`src/rtl/weight_row_packer_pkg.sv`:
```
// Shared constants and FSM state encoding for the weight row packer.
package weight_row_packer_pkg;

    localparam int unsigned WEIGHT_WIDTH     = 16;
    localparam int unsigned WEIGHT_PIXEL_NUM = 32;
    localparam int unsigned ADDR_WIDTH       = 6;
    localparam int unsigned ROW_WIDTH        = WEIGHT_WIDTH * WEIGHT_PIXEL_NUM;
    localparam int unsigned LANE_WIDTH       = $clog2(WEIGHT_PIXEL_NUM);
    localparam int unsigned ROW_IDX_WIDTH    = $clog2(ROW_WIDTH);
    localparam int unsigned ROWS_WIDTH       = ADDR_WIDTH + 1;
    localparam int unsigned MAX_ROWS         = 1 << ADDR_WIDTH;

    typedef enum logic [1:0] {
        ST_IDLE  = 2'd0,
        ST_FILL  = 2'd1,
        ST_WRITE = 2'd2,
        ST_DONE  = 2'd3
    } state_t;

endpackage

```
`src/rtl/weight_row_packer.sv`:
```
// Packs a stream of 16-bit weights into 512-bit rows and writes each row to
// the weight SRAM at consecutive addresses from a programmed base.
// Optional macro WPACK_FLUSH_EN: a partial final row is zero-padded and
// written; otherwise it is dropped without an SRAM write.
module weight_row_packer
    import weight_row_packer_pkg::*;
(
    input  logic                    clk,
    input  logic                    rst_n,
    input  logic                    start,
    input  logic [ADDR_WIDTH-1:0]   start_addr,
    input  logic                    in_valid,
    output logic                    in_ready,
    input  logic [WEIGHT_WIDTH-1:0] in_data,
    input  logic                    in_last,
    output logic                    sram_csb,
    output logic                    sram_wsb,
    output logic [ADDR_WIDTH-1:0]   sram_waddr,
    output logic [ROW_WIDTH-1:0]    sram_wdata,
    output logic                    busy,
    output logic                    done,
    output logic [ROWS_WIDTH-1:0]   rows_written,
    output logic                    wrap_err
);

    localparam logic [LANE_WIDTH-1:0] LAST_LANE = LANE_WIDTH'(WEIGHT_PIXEL_NUM - 1);
    localparam int unsigned           LANE_SHIFT = $clog2(WEIGHT_WIDTH);

    state_t                   state_q, state_d;
    logic [ADDR_WIDTH-1:0]    addr_q, addr_d;
    logic [LANE_WIDTH-1:0]    lane_q, lane_d;
    logic [ROW_WIDTH-1:0]     row_buf_q, row_buf_d;
    logic                     last_seen_q, last_seen_d;
    logic [ROWS_WIDTH-1:0]    rows_d;
    logic                     wrap_d;
    logic [ADDR_WIDTH-1:0]    waddr_d;
    logic [ROW_WIDTH-1:0]     wdata_d;
    logic                     hs;
    logic [LANE_WIDTH-1:0]    lane_rev;
    logic [ROW_IDX_WIDTH-1:0] lane_lsb;

    // Next-state, datapath and registered-output decode.
    always_comb begin
        state_d     = state_q;
        addr_d      = addr_q;
        lane_d      = lane_q;
        row_buf_d   = row_buf_q;
        last_seen_d = last_seen_q;
        rows_d      = rows_written;
        wrap_d      = wrap_err;
        waddr_d     = sram_waddr;
        wdata_d     = sram_wdata;
        hs          = in_valid && in_ready;
        lane_rev    = LAST_LANE - lane_q;
        lane_lsb    = ROW_IDX_WIDTH'(lane_rev) << LANE_SHIFT;

        case (state_q)
            ST_IDLE: begin
                if (start) begin
                    state_d     = ST_FILL;
                    addr_d      = start_addr;
                    lane_d      = '0;
                    row_buf_d   = '0;
                    rows_d      = '0;
                    wrap_d      = 1'b0;
                    last_seen_d = 1'b0;
                end
            end
            ST_FILL: begin
                if (hs) begin
                    row_buf_d[lane_lsb +: WEIGHT_WIDTH] = in_data;
                    lane_d = lane_q + LANE_WIDTH'(1);
                    if (lane_q == LAST_LANE) begin
                        state_d     = ST_WRITE;
                        last_seen_d = in_last;
                    end else if (in_last) begin
`ifdef WPACK_FLUSH_EN
                        state_d     = ST_WRITE;
                        last_seen_d = 1'b1;
`else
                        state_d     = ST_DONE;
                        lane_d      = '0;
                        row_buf_d   = '0;
`endif
                    end
                end
            end
            ST_WRITE: begin
                addr_d    = addr_q + ADDR_WIDTH'(1);
                lane_d    = '0;
                row_buf_d = '0;
                if (addr_q == {ADDR_WIDTH{1'b1}}) begin
                    wrap_d = 1'b1;
                end
                if (rows_written < ROWS_WIDTH'(MAX_ROWS)) begin
                    rows_d = rows_written + ROWS_WIDTH'(1);
                end
                state_d = last_seen_q ? ST_DONE : ST_FILL;
            end
            ST_DONE: begin
                state_d = ST_IDLE;
            end
            default: begin
                state_d = ST_IDLE;
            end
        endcase

        // Latch the completed row and its address as the write cycle begins.
        if (state_d == ST_WRITE) begin
            waddr_d = addr_q;
            wdata_d = row_buf_d;
        end
    end

    // State, datapath and output registers.
    always_ff @(posedge clk or negedge rst_n) begin
        if (!rst_n) begin
            state_q      <= ST_IDLE;
            addr_q       <= '0;
            lane_q       <= '0;
            row_buf_q    <= '0;
            last_seen_q  <= 1'b0;
            in_ready     <= 1'b0;
            sram_csb     <= 1'b1;
            sram_wsb     <= 1'b1;
            sram_waddr   <= '0;
            sram_wdata   <= '0;
            busy         <= 1'b0;
            done         <= 1'b0;
            rows_written <= '0;
            wrap_err     <= 1'b0;
        end else begin
            state_q      <= state_d;
            addr_q       <= addr_d;
            lane_q       <= lane_d;
            row_buf_q    <= row_buf_d;
            last_seen_q  <= last_seen_d;
            in_ready     <= (state_d == ST_FILL);
            sram_csb     <= (state_d != ST_WRITE);
            sram_wsb     <= (state_d != ST_WRITE);
            sram_waddr   <= waddr_d;
            sram_wdata   <= wdata_d;
            busy         <= (state_d != ST_IDLE);
            done         <= (state_d == ST_DONE);
            rows_written <= rows_d;
            wrap_err     <= wrap_d;
        end
    end

endmodule

```
`config.mk`:
```
export PLATFORM = sky130hd
export DESIGN_NAME = weight_row_packer
export DESIGN_NICKNAME = d
export VERILOG_FILES = /design/src/rtl/weight_row_packer_pkg.sv /design/src/rtl/weight_row_packer.sv
export SDC_FILE = /design/constraint.sdc
export NUM_CORES = 2
export LEC_CHECK = 0
export CAP_MARGIN = 40
export CORE_ASPECT_RATIO = 0.5
export CORE_MARGIN = 1
export CORE_UTILIZATION = 55
export CTS_BUF_LIST = sky130_fd_sc_hd__clkbuf_8
export DETAILED_ROUTE_END_ITERATION = 8
export GPL_TIMING_DRIVEN = 0
export HOLD_SLACK_MARGIN = 0.03
export PLACE_DENSITY = 0.92
export SYNTH_ARGS = -nofsm -noshare
export SYNTH_HDL_FRONTEND = slang
export SYNTH_SLANG_ARGS = --single-unit
export TNS_END_PERCENT = 30
```
`constraint.sdc`:
```
create_clock -name clk -period 4 [get_ports clk]
set_input_delay 0.8 -clock clk [delete_from_list [all_inputs] [get_ports clk]]
set_output_delay 0.8 -clock clk [all_outputs]
set_load 0.05 [all_outputs]
```
==> impl_results.html <==
<table>
<tr><th>Metric</th><th>Value</th></tr>
<tr><th colspan="2">Run status</th></tr>
<tr><td>Run status</td><td>complete, but fails checks</td></tr>
<tr><td>Violations in the final reports</td><td>DRC, setup timing</td></tr>
<tr><th colspan="2">Pwr</th></tr>
<tr><td>Logic pwr share</td><td>40.7%</td></tr>
<tr><td>Static power due to leakage</td><td>approximately 24 nW</td></tr>
<tr><td>Internal power summed over all cells</td><td>~21 mW</td></tr>
<tr><td>Net switching power figure</td><td>roughly 17 mW</td></tr>
<tr><td>Proportion of power drawn by the clock network</td><td>22.8%</td></tr>
<tr><td>Maximum vdd drop</td><td>about 0.72 mV</td></tr>
<tr><td>Share of power burned in registers</td><td>36.5%</td></tr>
<tr><td>Power density relative to cell area</td><td>715 nW/µm²</td></tr>
<tr><td>Switching portion of total power</td><td>45.1%</td></tr>
<tr><th colspan="2">Die</th></tr>
<tr><td>Full die area</td><td>79000 µm²</td></tr>
<tr><td>Area of the core region</td><td>76000 µm²</td></tr>
<tr><td>Std cell rows</td><td>71</td></tr>
<tr><td>Floorplan die width</td><td>396 µm</td></tr>
<tr><td>Io pins</td><td>558</td></tr>
<tr><td>Initial core utilization</td><td>56.3%</td></tr>
<tr><td>Die height</td><td>199 µm</td></tr>
<tr><th colspan="2">Timing</th></tr>
<tr><td>Top achievable clock speed</td><td>roughly 250 MHz</td></tr>
<tr><td>PnR worst setup slack</td><td>-0.0400 ns</td></tr>
<tr><td>Max Transition Viols Final</td><td>0</td></tr>
<tr><td>Share of the cycle needed by the critical path after routing</td><td>101%</td></tr>
<tr><td>Crit path time final</td><td>4.04 ns</td></tr>
<tr><td>Worst-margin pin slew</td><td>1.02 ns</td></tr>
<tr><td>Worst clock skew</td><td>0.0509 ns</td></tr>
<tr><td>Final setup fails</td><td>3</td></tr>
<tr><td>Final Hold Fails</td><td>0</td></tr>
<tr><td>Worst slew margin relative to its limit</td><td>a little under a third</td></tr>
<tr><td>Setup repair after global routing missed its margin</td><td>false</td></tr>
<tr><th colspan="2">GRT</th></tr>
<tr><td>Global routing usage summed across all routing layers</td><td>a little over two fifths</td></tr>
<tr><td>Vias in the first global route</td><td>just under 40000</td></tr>
<tr><td>GRT overflow</td><td>0</td></tr>
<tr><td>Maximum number of pins on one net before global-route repair</td><td>118</td></tr>
<tr><td>Initial antenna violation count</td><td>9</td></tr>
<tr><td>Global-route wire length before repair</td><td>about 250000 µm</td></tr>
<tr><th colspan="2">Routing</th></tr>
<tr><td>Routed wirelength normalized by instance count</td><td>29.1 µm</td></tr>
<tr><td>Total met3 wirelength after detailed routing</td><td>around 23000 µm</td></tr>
<tr><td>Vias</td><td>just under 40000</td></tr>
<tr><td>Detailed router's first-iteration violation count</td><td>5658</td></tr>
<tr><td>Total iterations of the first detailed-routing run</td><td>9</td></tr>
<tr><td>Number of antenna-violating nets in the routed design</td><td>0</td></tr>
<tr><td>Total wirelength of the detailed-routed design</td><td>172000 µm</td></tr>
<tr><td># DRC</td><td>approximately 40</td></tr>
<tr><td>Number of vias per cell after detailed routing</td><td>6.63</td></tr>
<tr><td>Highest Signal Layer</td><td>met5</td></tr>
<tr><td>WL met1</td><td>60300 µm</td></tr>
<tr><td>Detail Route met2 WL</td><td>73900 µm</td></tr>
<tr><th colspan="2">Run</th></tr>
<tr><td>Number of max-capacitance violations reported</td><td>0</td></tr>
<tr><th colspan="2">Yosys</th></tr>
<tr><td>Leading register cell type out of synthesis</td><td>sky130_fd_sc_hd__dfrtp_1</td></tr>
<tr><td>Post-Synthesis Net Count</td><td>4068</td></tr>
<tr><td>Mapped Cells</td><td>4034</td></tr>
<tr><td>#FFs+latches synth</td><td>~1100</td></tr>
<tr><td>Dominant cells by area after synthesis</td><td>sky130_fd_sc_hd__dfrtp_1 62%, sky130_fd_sc_hd__nand2_1 6.5%, sky130_fd_sc_hd__o21ai_0 6.0%, sky130_fd_sc_hd__mux2i_1 4.2%, sky130_fd_sc_hd__a31oi_1 3.4%</td></tr>
<tr><td>Number of synthesized flops with an enable pin</td><td>0</td></tr>
<tr><td>Proportion of netlist area held by the largest area contributor</td><td>61.7%</td></tr>
<tr><td>Top cell types by occurrence after synthesis</td><td>1055 x sky130_fd_sc_hd__dfrtp_1, 736 x sky130_fd_sc_hd__nand2_1, 510 x sky130_fd_sc_hd__o21ai_0</td></tr>
<tr><td>Mapped cell area</td><td>42800 µm²</td></tr>
<tr><td>Post-synth cell types</td><td>70</td></tr>
<tr><td>Post-Synthesis Mean Instance Area</td><td>10.6 µm²</td></tr>
<tr><td>Portion of the post-synthesis area used by sequential elements</td><td>61.8%</td></tr>
<tr><td>Number of warnings issued by yosys</td><td>0</td></tr>
<tr><td>Area leader, netlist</td><td>sky130_fd_sc_hd__dfrtp_1</td></tr>
<tr><td>Proportion of synthesized flip-flops having asynchronous set or reset</td><td>100%</td></tr>
<tr><td>Most frequently used cell type in the post-synthesis netlist</td><td>sky130_fd_sc_hd__dfrtp_1</td></tr>
<tr><th colspan="2">Clock tree</th></tr>
<tr><td>Insertion delay of the later-clocked pin in the worst-skew pair</td><td>roughly 0.84 ns</td></tr>
<tr><td>Buffer count from post-CTS setup fixing</td><td>0</td></tr>
<tr><td>CTS tree</td><td>done</td></tr>
<tr><td>Longest Clk Path Bufs</td><td>3</td></tr>
<tr><td>Clock root cell</td><td>sky130_fd_sc_hd__clkbuf_8</td></tr>
<tr><td>Number of CTS-inserted buffers</td><td>144</td></tr>
<tr><td>Clock tree sinks</td><td>1056</td></tr>
<tr><td>Clock Pin Slew Worst Setup and Hold Paths</td><td>around 0.08 ns</td></tr>
<tr><td># H-tree levels</td><td>4</td></tr>
<tr><th colspan="2">Placed design</th></tr>
<tr><td>Final weighted congestion in routability-driven placement</td><td>1.01</td></tr>
<tr><td>Count of buffers from port buffering</td><td>552</td></tr>
<tr><td>Placed wire-length estimate</td><td>124000 µm</td></tr>
<tr><td>Worst setup slack before clock tree synthesis</td><td>-0.0760 ns</td></tr>
<tr><td>Number of placed instances, taps included</td><td>5649</td></tr>
<tr><th colspan="2">Critical path</th></tr>
<tr><td>Worst Setup End Kind</td><td>flop</td></tr>
<tr><td>Maximum net fanout on the critical path</td><td>10</td></tr>
<tr><td>WP data arrival</td><td>4.71 ns</td></tr>
<tr><td>Sequence of cells on the critical path</td><td>ha_1 &gt; buf_4 &gt; and3_1 &gt; ha_1 &gt; nor2_1 &gt; mux2_4 &gt; buf_2 &gt; buf_1 &gt; nand2_1 &gt; a21oi_1 &gt; o21ai_0</td></tr>
<tr><td>CP required</td><td>4.67 ns</td></tr>
<tr><td>Critical path launch point type</td><td>flop</td></tr>
<tr><td>Most used cell along the critical path</td><td>sky130_fd_sc_hd__ha_1</td></tr>
<tr><td>Critical path's largest stage delay</td><td>0.73 ns</td></tr>
<tr><td>Crit Path Class</td><td>flop to flop</td></tr>
<tr><td>Crit path max-delay cell type</td><td>sky130_fd_sc_hd__buf_1</td></tr>
<tr><th colspan="2">Layout</th></tr>
<tr><td>Number of nets in the layout</td><td>4809</td></tr>
<tr><td>Number of non-filler instances in the completed layout</td><td>5906</td></tr>
<tr><td># fillers</td><td>~5200</td></tr>
<tr><td>Share of post-route cells with drive strength above 1</td><td>9.31%</td></tr>
<tr><td>Growth of design area from synthesis to finish</td><td>24.4%</td></tr>
<tr><th colspan="2">Min path</th></tr>
<tr><td>Tightest Hold Check Type</td><td>input pin to async pin</td></tr>
</table>
area by class of cell:
class | instances | area [µm²] | area share [%]
Antenna cell | 6 | 15.0 | 0.0282
Clock inverter | 70 | 457 | 0.858
Sequential cell | 1056 | 26400 | 49.7
Tap cell | 1022 | 1280 | 2.40
Buffer | 322 | 1380 | 2.59
Inverter | 21 | 78.8 | 0.148
Multi-Input combinational cell | 2635 | 14900 | 28.0
Clock buffer | 179 | 2460 | 4.63
Timing Repair Buffer | 595 | 6200 | 11.7
per-stage QoR:
stage | instance area [µm²] | util, % | hold slack [ns] | setup TNS, ns | power [mW]
finish | 53200 | 70.0 | 0.467 | -0.0611 | 38.0
global route | 53200 | 69.9 | 0.463 | 0 | 38.8
CTS | 53200 | 69.9 | 0.448 | 0 | 37.4
detailed placement | 50200 | 66.1 | 0.463 | -0.614 | 28.9
global placement | 49600 | 65.2 | 0.466 | - | 28.6
floorplan | 42800 | - | 0.451 | 0 | 22.4
critical path, delay by kind of cell (launching register included):
family	cells	cell delay, ns
DFF	1	0.45
AOI/OAI and AO/OA	2	0.33
muxes	1	0.34
adders and majority gates	2	0.58
buffers and inverters	3	1.33
and+or+nand+nor	3	0.84
kinds of logic after synthesis:
family / Yosys count / synth area share [%]
AO/OA/AOI/OAI: 1164 / 16.6
multiplexers: 235 / 5.76
XOR/XNOR: 6 / 0.184
buffers and inverters: 343 / 3.39
flip-flops: 1056 / 61.8
AND/OR/NAND/NOR: 1223 / 12.0
adder cells (fa/ha/maj): 7 / 0.205
sequential cells by signal, summed over array words and instances, names as in the netlist:
register and count:
sram_waddr 6, row_buf_q 512, done 1, sram_wdata 512
state_q 2, last_seen_q 1, sram_wsb 1, lane_q 5
rows_written 7, wrap_err 1, busy 1, addr_q 6
in_ready 1
cell usage in the layout, fill, tap and decap left out, types with 16 or more instances in the layout:
cell	n
sky130_fd_sc_hd__nand2_1	736
sky130_fd_sc_hd__a31oi_1	231
sky130_fd_sc_hd__dfrtp_1	1055
sky130_fd_sc_hd__clkbuf_1	187
sky130_fd_sc_hd__nand3_1	22
sky130_fd_sc_hd__inv_1	65
sky130_fd_sc_hd__o21ai_0	510
sky130_fd_sc_hd__o22ai_1	21
sky130_fd_sc_hd__and3_1	24
sky130_fd_sc_hd__clkdlybuf4s50_1	551
sky130_fd_sc_hd__buf_1	31
sky130_fd_sc_hd__a21oi_1	133
sky130_fd_sc_hd__clkbuf_8	179
sky130_fd_sc_hd__a32o_1	16
sky130_fd_sc_hd__buf_6	16
sky130_fd_sc_hd__nor3_1	22
sky130_fd_sc_hd__mux2i_1	180
sky130_fd_sc_hd__a22o_1	104
sky130_fd_sc_hd__and2_1	43
sky130_fd_sc_hd__buf_2	90
sky130_fd_sc_hd__nor2_1	305
sky130_fd_sc_hd__o2bb2ai_1	96
sky130_fd_sc_hd__mux2_2	50
timing repair:
action | CTS | global route
gates resized for setup | 0 | 6
hold endpoints to repair | 36 | 0
endpoints found under the setup margin | 0 | 41
hold buffers | 1 | 0
final timing paths:
path,startpoint,end,slack (ns),cells after the start
max,lane_q[1],sram_wdata[383],-0.04,11
min,rst_n,sram_wdata[175],0.47,2
max reg2reg,lane_q[1],sram_wdata[383],-0.04,11
min reg2reg,sram_waddr[0],sram_waddr[0],0.48,2
max in group asynchronous,rst_n,sram_wdata[459],1.15,6
min in group clk,sram_waddr[0],sram_waddr[0],0.48,2
power groups by stage:
| stage | sequential (mW) | combinational, mW | clock, mW |
|---|---|---|---|
| floorplan | 18.6 | 3.87 | 0 |
| global placement | 14.0 | 14.6 | 0 |
| detailed placement | 13.9 | 15.0 | 0 |
| CTS | 13.8 | 15.1 | 8.59 |
| global route | 13.9 | 15.8 | 9.08 |
| finish | 13.9 | 15.5 | 8.67 |
metal layers:
metal | up-vias | global-route usage (%)
li1 | 15600 | -
met1 | 19300 | 52.8
met2 | 3293 | 62.6
met3 | 956 | 16.9
met4 | 8 | 30.5
met5 | - | 0
No activity file was read; power rests on OpenSTA's default activity.
